File: config.mk
export PLATFORM = sky130hd
export DESIGN_NAME = ddr_fifo_test_ctrl
export DESIGN_NICKNAME = d
export VERILOG_FILES = /design/src/rtl/ddr_fifo_pkg.sv /design/src/rtl/ddr_fifo_test_ctrl.sv
export SDC_FILE = /design/constraint.sdc
export NUM_CORES = 1
export LEC_CHECK = 0
export ABC_CLOCK_PERIOD_IN_PS = 2500
export BUFFER_PORTS_ARGS = -buffer_cell sky130_fd_sc_hd__buf_2
export CORE_MARGIN = 10
export CORE_UTILIZATION = 56
export CTS_CLUSTER_DIAMETER = 30
export CTS_CLUSTER_SIZE = 20
export DETAILED_ROUTE_END_ITERATION = 10
export PLACE_DENSITY = 0.79
export SYNTH_ARGS = -nofsm -noshare
export SYNTH_HDL_FRONTEND = slang
export SYNTH_SLANG_ARGS = --single-unit
File: constraint.sdc
create_clock -name clk_i -period 2.5 [get_ports clk_i]
set_input_delay 0.125 -clock clk_i [delete_from_list [all_inputs] [get_ports clk_i]]
set_output_delay 0.125 -clock clk_i [all_outputs]
set_load 0.05 [all_outputs]
File: src/rtl/ddr_fifo_pkg.sv
// Shared types and constants for the DDR FIFO loopback test sequencer.
// Holds the phase encoding and the pattern wrap point.
package ddr_fifo_pkg;

    typedef enum logic [2:0] {
        IDLE   = 3'd0,
        FILL   = 3'd1,
        STREAM = 3'd2,
        DRAIN  = 3'd3,
        DONE   = 3'd4,
        FAIL   = 3'd5
    } state_e;

    localparam int          DATA_W_DEF   = 32;
    localparam logic [31:0] PATTERN_WRAP = 32'hFFFF_FFFF;

endpackage

File: src/rtl/ddr_fifo_test_ctrl.sv
// DDR FIFO loopback sequencer: drives the incrementing write pattern, paces
// fill/stream/drain, and reports pass/fail and word counts to the host.
module ddr_fifo_test_ctrl
    import ddr_fifo_pkg::*;
#(
    parameter int                DATA_W        = DATA_W_DEF,
    parameter int                LEVEL_W       = 16,
    parameter int                FILL_LEVEL    = 1024,
    parameter logic [DATA_W-1:0] RUN_WORDS     = DATA_W'(32'h0010_0000),
    parameter int                DRAIN_TIMEOUT = 4096
) (
    input  logic               clk_i,
    input  logic               rst_ni,
    input  logic               start_i,
    input  logic               stop_i,
    input  logic               fifo_full_i,
    input  logic               fifo_empty_i,
    input  logic [LEVEL_W-1:0] fifo_level_i,
    input  logic               rd_data_valid_i,
    input  logic               chk_error_i,
    output logic               wr_en_o,
    output logic [DATA_W-1:0]  wr_data_o,
    output logic               rd_en_o,
    output logic               busy_o,
    output logic               done_o,
    output logic               fail_o,
    output logic [DATA_W-1:0]  wr_cnt_o,
    output logic [DATA_W-1:0]  rd_cnt_o
);

    localparam int                 TMO_W    = $clog2(DRAIN_TIMEOUT + 1);
    localparam logic [TMO_W-1:0]   TMO_LAST = TMO_W'(DRAIN_TIMEOUT - 1);
    localparam logic [LEVEL_W-1:0] FILL_LVL = LEVEL_W'(FILL_LEVEL);
    localparam logic [DATA_W-1:0]  LAST_WR  = RUN_WORDS - 1'b1;
    localparam logic [DATA_W-1:0]  WRAP_VAL = DATA_W'(PATTERN_WRAP);

    state_e             state_q, state_d;
    logic [DATA_W-1:0]  wr_data_q, wr_data_d;
    logic [DATA_W-1:0]  wr_cnt_q, wr_cnt_d;
    logic [DATA_W-1:0]  rd_cnt_q, rd_cnt_d;
    logic [TMO_W-1:0]   tmo_q, tmo_d;
    logic               done_q, fail_q;
    logic               run_start;

    // A run may only be (re)launched from a resting phase.
    assign run_start = start_i && (state_q inside {IDLE, DONE, FAIL});

    always_ff @(posedge clk_i or negedge rst_ni) begin
        if (!rst_ni) begin
            state_q <= IDLE;
        end else begin
            state_q <= state_d;
        end
    end

    always_comb begin
        state_d = state_q;
        case (state_q)
            IDLE, DONE, FAIL: begin
                if (start_i) state_d = FILL;
            end
            FILL: begin
                if (chk_error_i)                  state_d = FAIL;
                else if (stop_i)                  state_d = DRAIN;
                else if (fifo_level_i >= FILL_LVL) state_d = STREAM;
            end
            STREAM: begin
                if (chk_error_i)                                  state_d = FAIL;
                else if (stop_i || (wr_en_o && wr_cnt_q == LAST_WR)) state_d = DRAIN;
            end
            DRAIN: begin
                if (chk_error_i) state_d = FAIL;
                else if (fifo_empty_i && (rd_cnt_q == wr_cnt_q) && !rd_data_valid_i)
                    state_d = DONE;
                else if (tmo_q == TMO_LAST) state_d = FAIL;
            end
            default: state_d = IDLE;
        endcase
    end

    // Strobes are zero-latency from registered phase and the FIFO flags.
    always_comb begin
        wr_en_o = 1'b0;
        rd_en_o = 1'b0;
        busy_o  = 1'b0;
        case (state_q)
            FILL: begin
                wr_en_o = !fifo_full_i;
                busy_o  = 1'b1;
            end
            STREAM: begin
                wr_en_o = !fifo_full_i;
                rd_en_o = !fifo_empty_i;
                busy_o  = 1'b1;
            end
            DRAIN: begin
                rd_en_o = !fifo_empty_i;
                busy_o  = 1'b1;
            end
            default: ;
        endcase
    end

    always_comb begin
        wr_data_d = wr_data_q;
        wr_cnt_d  = wr_cnt_q;
        rd_cnt_d  = rd_cnt_q;
        tmo_d     = tmo_q;
        if (run_start) begin
            wr_data_d = '0;
            wr_cnt_d  = '0;
            rd_cnt_d  = '0;
            tmo_d     = '0;
        end else begin
            if (wr_en_o) begin
                wr_data_d = (wr_data_q == WRAP_VAL) ? '0 : wr_data_q + 1'b1;
                wr_cnt_d  = wr_cnt_q + 1'b1;
            end
            if (rd_data_valid_i) rd_cnt_d = rd_cnt_q + 1'b1;
            if (state_q == DRAIN) tmo_d = rd_data_valid_i ? '0 : tmo_q + 1'b1;
        end
    end

    always_ff @(posedge clk_i or negedge rst_ni) begin
        if (!rst_ni) begin
            wr_data_q <= '0;
            wr_cnt_q  <= '0;
            rd_cnt_q  <= '0;
            tmo_q     <= '0;
            done_q    <= 1'b0;
            fail_q    <= 1'b0;
        end else begin
            wr_data_q <= wr_data_d;
            wr_cnt_q  <= wr_cnt_d;
            rd_cnt_q  <= rd_cnt_d;
            tmo_q     <= tmo_d;
            done_q    <= (state_d == DONE);
            fail_q    <= (state_d == FAIL);
        end
    end

    assign wr_data_o = wr_data_q;
    assign wr_cnt_o  = wr_cnt_q;
    assign rd_cnt_o  = rd_cnt_q;
    assign done_o    = done_q;
    assign fail_o    = fail_q;

endmodule

Yosys cells after proc, flatten, opt, wreduce, memory -nomap -nowiden
Cells that the tools add are included.

Register bits: 114. Bits in latches: 0. RAM bits: 0. ROM bits: 0. Input port bits: 24. Output and inout bits: 101. Memories: 0.

Add/sub/neg operators: 4. Multiply operators: 0. Div/mod/pow operators: 0. Order comparisons: 1. Equality and inequality tests: 11. Shift-type cells: 0. Muxes and demuxes: 23. Bitwise operators: 0. Reduce and logical (&&, ||, !) cells: 17.

Operators by type and width (number): $mux W32 (7); $add A32 B1 Y32 const B (3); $mux W13 (3); $eq A32 B20 Y1 const B (1); $eq A32 B32 Y1 (1); $eq A32 B32 Y1 const B (1); $mux W3 (9); $ge A16 B11 Y1 const B (1); $add A13 B1 Y13 const B (1); $eq A13 B12 Y1 const B (1); $eq A3 B3 Y1 const B (4); $pmux W3 S4 (1); $eq A3 B2 Y1 const B (2); $reduce_bool A2 Y1 (3); $reduce_or A3 Y1 (2); $logic_and A1 B1 Y1 (4); $reduce_or A2 Y1 (2); $eq A3 B1 Y1 const B (1); $logic_not A1 Y1 (3); $logic_not A3 Y1 (1); $mux W1 (3); $reduce_bool A3 Y1 (1); $logic_or A1 B1 Y1 (1).

Logic depth before layout (Yosys ltp)
Gate-level depths: netlist (run 1).

Depth in word-level cells: 9. Gate-level depth with buffers: 9. Gate-level depth less buffers: 7.

Least setup slack after synthesis (run 1)
OpenSTA, ideal clock, no wires.

Path type: reg-to-reg. From: reg wr_cnt_q[0] (netlist: wr_cnt_o[0]). To: reg done_q (netlist: done_o). Setup time: 119 ps. Arrival: 2326 ps. Path slack: 55 ps. Stages on the path, launching flop included: 8. Path buffers: 0. Period minus slack after synthesis: 2445 ps. Path through: dfrtp_1 > ha_1 > nor4bb_1 > nand2_1 > or4_1 > o32ai_1 > a41oi_1 > and2_1.

Longest elaborated chain between the ends: 7. Elaborated cells between the ends (all ways): 12. Those cells by class: eq/ne: 3; mux: 5; reduce/logical: 4.

RTL lines: from (decl) (line ddr_fifo_test_ctrl.sv:39) `logic [DATA_W-1:0] wr_cnt_q, wr_cnt_d;`; from (signal assigned) (line ddr_fifo_test_ctrl.sv:134) `wr_cnt_q <= wr_cnt_d;`; $eq A32 B32 Y1 / $eq A32 B20 Y1 (equally long branches) (line ddr_fifo_test_ctrl.sv:73, ddr_fifo_test_ctrl.sv:69); $logic_and A1 B1 Y1 (on tied branches) (line ddr_fifo_test_ctrl.sv:73, ddr_fifo_test_ctrl.sv:69); $logic_and A1 B1 Y1 / $logic_or A1 B1 Y1 (equally long branches) (line ddr_fifo_test_ctrl.sv:73, ddr_fifo_test_ctrl.sv:69); $mux W3 (on tied branches) (line ddr_fifo_test_ctrl.sv:73, ddr_fifo_test_ctrl.sv:69); $mux W3 (on tied branches) (line ddr_fifo_test_ctrl.sv:72, ddr_fifo_test_ctrl.sv:68); $pmux W3 S4 (*) (line ddr_fifo_test_ctrl.sv:58) `case (state_q)`; $eq A3 B3 Y1 (*) (line ddr_fifo_test_ctrl.sv:137) `done_q <= (state_d == DONE);`; to (signal assigned) (line ddr_fifo_test_ctrl.sv:137); to (decl) (line ddr_fifo_test_ctrl.sv:42) `logic done_q, fail_q;`.

Mark *: on every way between the ends. The rest lies on a longest branch, timed or not. A chain may end at the register's enable or synchronous reset.

Final worst setup path (run 1)
From: reg wr_data_q[15] (netlist: wr_data_o[15]). To: reg wr_data_q[22] (netlist: wr_data_o[22]).

Longest elaborated chain between the ends: 4. Elaborated cells between the ends (all ways): 5. Those cells by class: add/sub: 1; eq/ne: 1; mux: 3.

RTL lines: from (decl) (line ddr_fifo_test_ctrl.sv:38) `logic [DATA_W-1:0] wr_data_q, wr_data_d;`; from (signal assigned) (line ddr_fifo_test_ctrl.sv:133) `wr_data_q <= wr_data_d;`; $add A32 B1 Y32 / $eq A32 B32 Y1 (equally long branches) (line ddr_fifo_test_ctrl.sv:116) `wr_data_d = (wr_data_q == WRAP_VAL) ? '0 : wr_data_q + 1'b1;`; $mux W32 (*) (line ddr_fifo_test_ctrl.sv:116); $mux W32 (*) (line ddr_fifo_test_ctrl.sv:115) `if (wr_en_o) begin`; $mux W32 (*) (line ddr_fifo_test_ctrl.sv:109) `if (run_start) begin`.

Mark *: on every way between the ends. The rest lies on a longest branch, timed or not. The select of a mux whose other input is x is not followed.

==> results.md, run 1 <==
* Seq pwr share at 0.349
* Core area at 0.0110 sq mm
* Top cell by count, worst path: and4_1
* # setup viols final at 0
* Total global-route track usage at 0.217
* 1st-iter DRT viols at 528
* Yosys cell types at 58
* Sw Ratio at 0.369
* Worst path cell trace: and4_1 -> and4_1 -> nand4_1 -> o21ai_2 -> o22ai_1 -> a21bo_2
* Worst-path maximum fanout at 7
* Combinational Power Share at 0.291
* Post-synth top cells: 115 x nor2_1, 114 x dfrtp_1, 66 x xnor2_1
* R2R Setup Slk at 0.17 ns
* Starting Density at 0.578
* DRT Pass-1 Iters at 6
* RSZ-0062 raised after global routing: false
* Initial antenna violation count at 0
* FP Rows at 38
* CTS tree: done
* CP startpoint kind: register
* Worst slew pin tran at 0.920 ns
* Crit path time final at 2.33 ns
* Clock Path Buffers at 2
* Num ports at 125
* Cell count after synthesis at 695
* Via/cell ratio at 6.00
* Largest net degree at the start of global routing at 67
* Clk sink count at 114
* Antenna cells at 0
* Die Wd at 126 microns
* WS Path Type: reg2reg
* Worst path slowest cell: dfrtp_1
* Leak pwr at 0.00362 uW
* Drt drc at 0
* Final #Nets at 849
* Hold EP: state_q[1]
* Average wire per standard cell at 18.2 microns
* GRT overflow at 0
* Post-synth EDFFs at 0
* Total CTS buffers at 17
* Final Hold Viols at 0
* Total power at 6170 uW
* R2R depth at 6
* Final instance area at 0.00768 sq mm
* Worst Hold Depth at 4
* Top-area cell type share of the netlist area at 0.449
* CTS HTree Levels at 4
* Worst Setup End Kind: register
* Setup TNS at 0 ns
* Hold Crit Start: chk_error_i
* F_max at 429 MHz
* WP data required at 2.81 ns
* Vias in the first global route at 5735
* Final period util at 0.933
* Post-Route Utilization at 0.699
* First-pass GRT wire length at 28800 microns
* Syn Nets at 723
* DIE AREA at 0.0160 sq mm
* Post-Route WL at 17700 microns
* Number of port buffers at 114
* Area Growth Syn to Fin at 20.9%
* Final Wtd Congestion at 0.934
* Post-route ant nets at 0
* Final slew viol count at 0
* Worst stage delay on the critical path at 0.44 ns
* Net Sw Power at 2280 uW
* Worst EP arrival at 2.64 ns
* Skew-Pair Late Insertion Delay at 0.42 ns
* R2R Path Start: wr_data_o[15]
* RR Endpoint: wr_data_o[22]
* Count leader, synth: nor2_1
* Outcome: complete, no violations
* Clock share of power at 0.360
* Layout Skew at 0.00776 ns
* Worst slew margin at 0.380
* Post-synthesis cell area at 0.00635 sq mm
* Internal power at 3890 uW
* Pwr dens at 803 mW/mm^2
* Tightest Hold Check Type: in2reg
* Syn avg cell area at 9.14 sq um
* Die Y at 126 microns
* #FFs+latches synth at 114
* Synth area leaders: dfrtp_1 45%, xnor2_1 9.1%, nor2_1 6.8%, xor2_1 6.2%, nand4_1 3.3%
* Yosys top cell by area: dfrtp_1
* Area after DPL at 0.00712 sq mm
* DR vias at 5836
* Peak VDD IR at 0.825 mV
* Clock-pin slew of the registers on the worst-case setup and hold paths at 0.05 ns
* HPWL after detailed placement at 12700 microns
* Register area share after synthesis at 0.449
* Root buf cell: clkbuf_16
* CP bufs+invs at 0
* Async set-or-reset flop fraction in the synthesized netlist at 1.00
* Cell family with most CP delay: simple AND/OR/NAND/NOR gates
* Ys flop type: dfrtp_1
* Syn. warnings at 0
* Share of cells above drive strength 1 at 0.217
* Max-Cap Viols at 0
[per-stage QoR]
step / std cells / worst slack (ns) / hold slack (ns)
finish: 973 / 0.169 / 0.0218
global route: 973 / 0.0214 / 0.0714
CTS: 973 / 0.113 / 0.0203
detailed placement: 941 / 0.199 / 0.0637
global placement: 941 / 0.302 / 0.0608
floorplan: 695 / 0.0547 / -0.171
[worst max-delay path by stage]
stage                              from             to  depth (start not counted)  slack [ns]
after detailed placement  wr_data_o[15]  wr_data_o[22]                          6        0.20
final                     wr_data_o[15]  wr_data_o[22]                          6        0.17
after floorplan             wr_cnt_o[0]         done_o                          7        0.05
after global routing      wr_data_o[15]  wr_data_o[22]                          6        0.02
after global placement    wr_data_o[15]  wr_data_o[22]                          6        0.30
after CTS                 wr_data_o[15]  wr_data_o[22]                          6        0.11
[layout make-up]
type	instances	area (sq um)
sequential	114	2850
timing repair buffer	134	751
fill	823	3300
clock buffer	26	519
tap	140	175
multi-input combinational	538	3300
clock inverter	5	25.0
inverter	16	60.1
[registers in the layout, indices dropped and copies added (netlist names)]
| register | cells |
|---|---|
| tmo_q | 13 |
| wr_data_o | 32 |
| state_q | 3 |
| rd_cnt_o | 32 |
| done_o | 1 |
| wr_cnt_o | 32 |
| fail_o | 1 |
[tightest hold or removal path, cell delays in order]
cell     delay [ns]
buf_2          0.11
nor2_1         0.04
o21ai_0        0.07
a21oi_1        0.05
[routing by layer]
metal	share of wire	GRT usage	routed length, microns	vias up
li1	-	-	-	2662
met1	0.41	0.268	7290	2865
met2	0.47	0.345	8420	256
met3	0.083	0.0641	1470	53
met4	0.032	0.0944	560	0
met5	0	0	0	-
[power by group through the flow]
stage                     clock, uW  combinational (uW)  sequential (uW)
after floorplan                   0                 972             2440
after global placement            0                1730             2170
after detailed placement          0                1770             2180
after CTS                      2230                1790             2150
after global routing           2310                1930             2170
final                          2220                1790             2160
[timing repair]
| item | CTS | global route |
|---|---|---|
| setup endpoints to repair | 0 | 5 |
| hold buffers | 1 | 0 |
| gates resized for setup | 0 | 1 |
| hold endpoints to repair | 25 | 0 |
| setup buffers | 0 | 0 |
[kinds of logic after synthesis]
| kind of cell | Yosys count | share of synthesized area |
|---|---|---|
| AO/OA/AOI/OAI | 74 | 0.0735 |
| adder cells (fa/ha/maj) | 4 | 0.00788 |
| XOR/XNOR | 111 | 0.153 |
| buffers and inverters | 43 | 0.0323 |
| AND/OR/NAND/NOR | 347 | 0.281 |
| flip-flops | 114 | 0.449 |
| multiplexers | 2 | 0.00315 |
[placed cells by master, fill, tap and decap left out, types with 5 or more instances in the layout]
cell type / Yosys / layout
a21oi_1: 21 / 21
and2_1: 8 / 8
and3_1: 20 / 20
and4_1: 11 / 11
buf_2: 5 / 113
buf_4: 1 / 18
clkbuf_16: 0 / 17
clkbuf_8: 1 / 6
clkinv_2: 0 / 5
dfrtp_1: 114 / 114
inv_1: 15 / 15
nand2_1: 54 / 54
nand3_1: 39 / 39
nand3b_1: 5 / 5
nand4_1: 33 / 33
nor2_1: 115 / 115
nor3_1: 16 / 16
nor4_1: 9 / 9
o21ai_0: 26 / 26
or3_1: 7 / 7
xnor2_1: 66 / 66
xor2_1: 45 / 45
Note: power is estimated with default switching activity, not from simulation.
==> run 2, diff against run 1 <==
- ABC_CLOCK_PERIOD_IN_PS: 2500 -> 2300
- clock period: 2.5 -> 2.3 ns (I/O delays scaled with it)
==> run 2 against run 1 <==
Compared with the run above: clock skew is 0.0013 ns lower; sequential share of layout area is 0.92 points lower; die area unchanged; critical path depth rose by 1; wire length is 4.3% higher; via count up 0.38%; clock power rose by 18%; sequential power up 8%; cell count grew 2.2%; fmax up 6.3%; critical path type unchanged; clock-buffer cell count is 2 higher; non-clock buffer count is 21 higher.
==> results.md, run 2 (same netlist as run 1, synthesis figures left out) <==
* Outcome: complete, no violations
* Hold Crit Start: stop_i
* F_max at 456 MHz (+6.3%)
* Worst Setup End Kind: register
* Clock-pin slew of the registers on the worst-case setup and hold paths at 0.05 ns (about the same)
* Sw Ratio at 0.360 (-0.00962)
* Internal power at 4470 uW (+15%)
* CP startpoint kind: register
* DRT Pass-1 Iters at 5 (-1)
* Share of cells above drive strength 1 at 0.247 (+0.0298)
* Most frequent cells in the layout: 115 x nor2_1, 113 x buf_2, 107 x dfrtp_1, 66 x xnor2_1, 54 x nand2_1
* # setup viols final at 0 (unchanged)
* Max-Cap Viols at 0 (unchanged)
* R2R Path Start: wr_cnt_o[0]
* Worst slew margin at 0.479 (+0.0989)
* Worst path cell trace: ha_1 -> nor4bb_1 -> nand2_1 -> or4_1 -> o32ai_1 -> a41oi_1 -> and2_1
* CTS tree: done
* CP bufs+invs at 0 (unchanged)
* Number of port buffers at 114 (unchanged)
* Layout Skew at 0.00641 ns (-0.00135 ns)
* 1st-iter DRT viols at 658 (+25%)
* Die Wd at 126 microns (unchanged)
* Clk sink count at 114 (unchanged)
* Leak pwr at 0.00373 uW (+3.2%)
* Final period util at 0.953 (+0.0206)
* Seq pwr share at 0.335 (-0.014)
* Vias in the first global route at 5895 (+2.8%)
* Worst hold slack at 0.169 ns (+0.147 ns)
* Post-Route WL at 18500 microns (+4.3%)
* DIE AREA at 0.0160 sq mm (unchanged)
* Net Sw Power at 2510 uW (+10%)
* Worst EP arrival at 2.50 ns (-0.14 ns)
* Total power at 6980 uW (+13%)
* Non-filler cells, final at 994 (+2.2%)
* Antenna cells at 0 (unchanged)
* WP data required at 2.60 ns (-0.21 ns)
* Average wire per standard cell at 18.6 microns (+2.1%)
* Total global-route track usage at 0.229 (+0.0123)
* First-pass GRT wire length at 30200 microns (+4.9%)
* Final slew viol count at 0 (unchanged)
* Area Growth Syn to Fin at 24.4%
* Largest net degree at the start of global routing at 60 (-10%)
* Pwr dens at 884 mW/mm^2 (+10%)
* Initial antenna violation count at 0 (unchanged)
* Clock share of power at 0.376 (+0.016)
* Combinational Power Share at 0.288 (-0.003)
* Post-route ant nets at 0 (unchanged)
* Worst-path maximum fanout at 3 (-4)
* FP Rows at 38 (unchanged)
* Die Y at 126 microns (unchanged)
* Core area at 0.0110 sq mm (unchanged)
* Crit path time final at 2.19 ns (-0.139 ns)
* DR vias at 5858 (+0.38%)
* Final Hold Viols at 0 (unchanged)
* Final Wtd Congestion at 0.902 (-3.4%)
* R2R Setup Slk at 0.11 ns (-0.06 ns)
* Peak VDD IR at 0.994 mV (+20%)
* Cell family with most CP delay: simple AND/OR/NAND/NOR gates
* Drt drc at 0 (unchanged)
* Worst Hold Depth at 5 (+1)
* RR Endpoint: done_o
* WS Path Type: reg2reg
* Worst stage delay on the critical path at 0.61 ns (+0.17 ns)
* CTS HTree Levels at 4 (unchanged)
* HPWL after detailed placement at 13400 microns (+5.4%)
* Num ports at 125 (unchanged)
* FILL cells at 802 (-2.6%)
* Starting Density at 0.578 (unchanged)
* Worst slew pin tran at 0.781 ns (-0.139 ns)
* Clock Path Buffers at 2 (unchanged)
* R2R depth at 7 (+1)
* Worst path slowest cell: or4_1
* Area taken by multi-input logic gates at 0.00331 sq mm (+0.30%)
* Root buf cell: clkbuf_16
* GRT overflow at 0 (unchanged)
* Hold EP: state_q[1]
* Final #Nets at 870 (+2.5%)
* Placed Cells at 960 (+2.0%)
* Via/cell ratio at 5.89 (-1.7%)
* Total CTS buffers at 17 (unchanged)
* Skew-Pair Late Insertion Delay at 0.42 ns (about the same)
* Register area at 0.00286 sq mm (+0.31%)
* Tightest Hold Check Type: in2reg
* Post-Route Utilization at 0.719 (+0.0199)
* Commonest non-fill, non-tap cell in the layout: nor2_1
-- run 2: cell types whose count changed in the layout (fill, tap and decap cells not counted), moves of 2 or more --
cell,change
clkbuf_8,+3
o21ai_1,+2
nor4b_1,-2
dfrtp_1,-7
clkinv_2,-3
dfrtp_2,+7
nor4b_2,+2
buf_4,+21
-- run 2: final cells by class --
cell class | instances | share of cell area
Timing Repair Buffer | 155 | 0.114
Clock inverter | 3 | 0.00507
Tap cell | 140 | 0.0222
Inverter | 16 | 0.00760
Clock buffer | 28 | 0.0705
Sequential cell | 114 | 0.362
Multi-Input combinational cell | 538 | 0.419
-- run 2: worst max-delay path by stage --
stage	start	endpoint	slack (ns)	depth (start not counted)
after floorplan	wr_data_o[15]	wr_data_o[22]	0.002	6
final	wr_cnt_o[0]	done_o	0.11	7
after global placement	wr_cnt_o[0]	done_o	0.18	7
after detailed placement	wr_data_o[15]	wr_data_o[26]	0.09	6
after CTS	wr_data_o[15]	wr_data_o[22]	0.07	6
after global routing	wr_cnt_o[9]	wr_cnt_o[27]	-0.0007	6
-- run 2: what timing repair did --
action	CTS	global route
hold endpoints to repair	58	0
setup buffers	0	1
hold buffers	2	0
endpoints found under the setup margin	0	30
gates resized for setup	0	4
-- run 2: power by group through the flow --
stage | Clock, uW | Combinational [uW] | Sequential [uW]
floorplan | 0 | 1060 | 2660
global placement | 0 | 1930 | 2350
detailed placement | 0 | 1980 | 2360
CTS | 2640 | 1990 | 2330
global route | 2730 | 2180 | 2370
finish | 2630 | 2010 | 2340
-- run 2: metal layers --
layer | vias up | share of wire | track usage
met1 | 2879 | 0.42 | 0.285
met5 | - | 0 | 0
li1 | 2709 | - | -
met4 | 0 | 0.022 | 0.0797
met2 | 235 | 0.48 | 0.368
met3 | 35 | 0.080 | 0.0716
-- run 2: through the flow --
step           worst slack, ns  area (sq um)   TNS [ns]
2_1_floorplan          0.00208          6360          0
3_3_place_gp             0.178          7260          0
3_5_place_dp            0.0883          7260          0
4_1_cts                 0.0671          7880          0
5_1_grt              -0.000724          7900  -0.000724
6_report                 0.108          7900          0
-- run 2: worst min-delay path, cell delays in order --
cell and delay (ns):
buf_2 0.11, nor2_1 0.10, nor3_1 0.06, nor2_1 0.08
a21oi_1 0.08
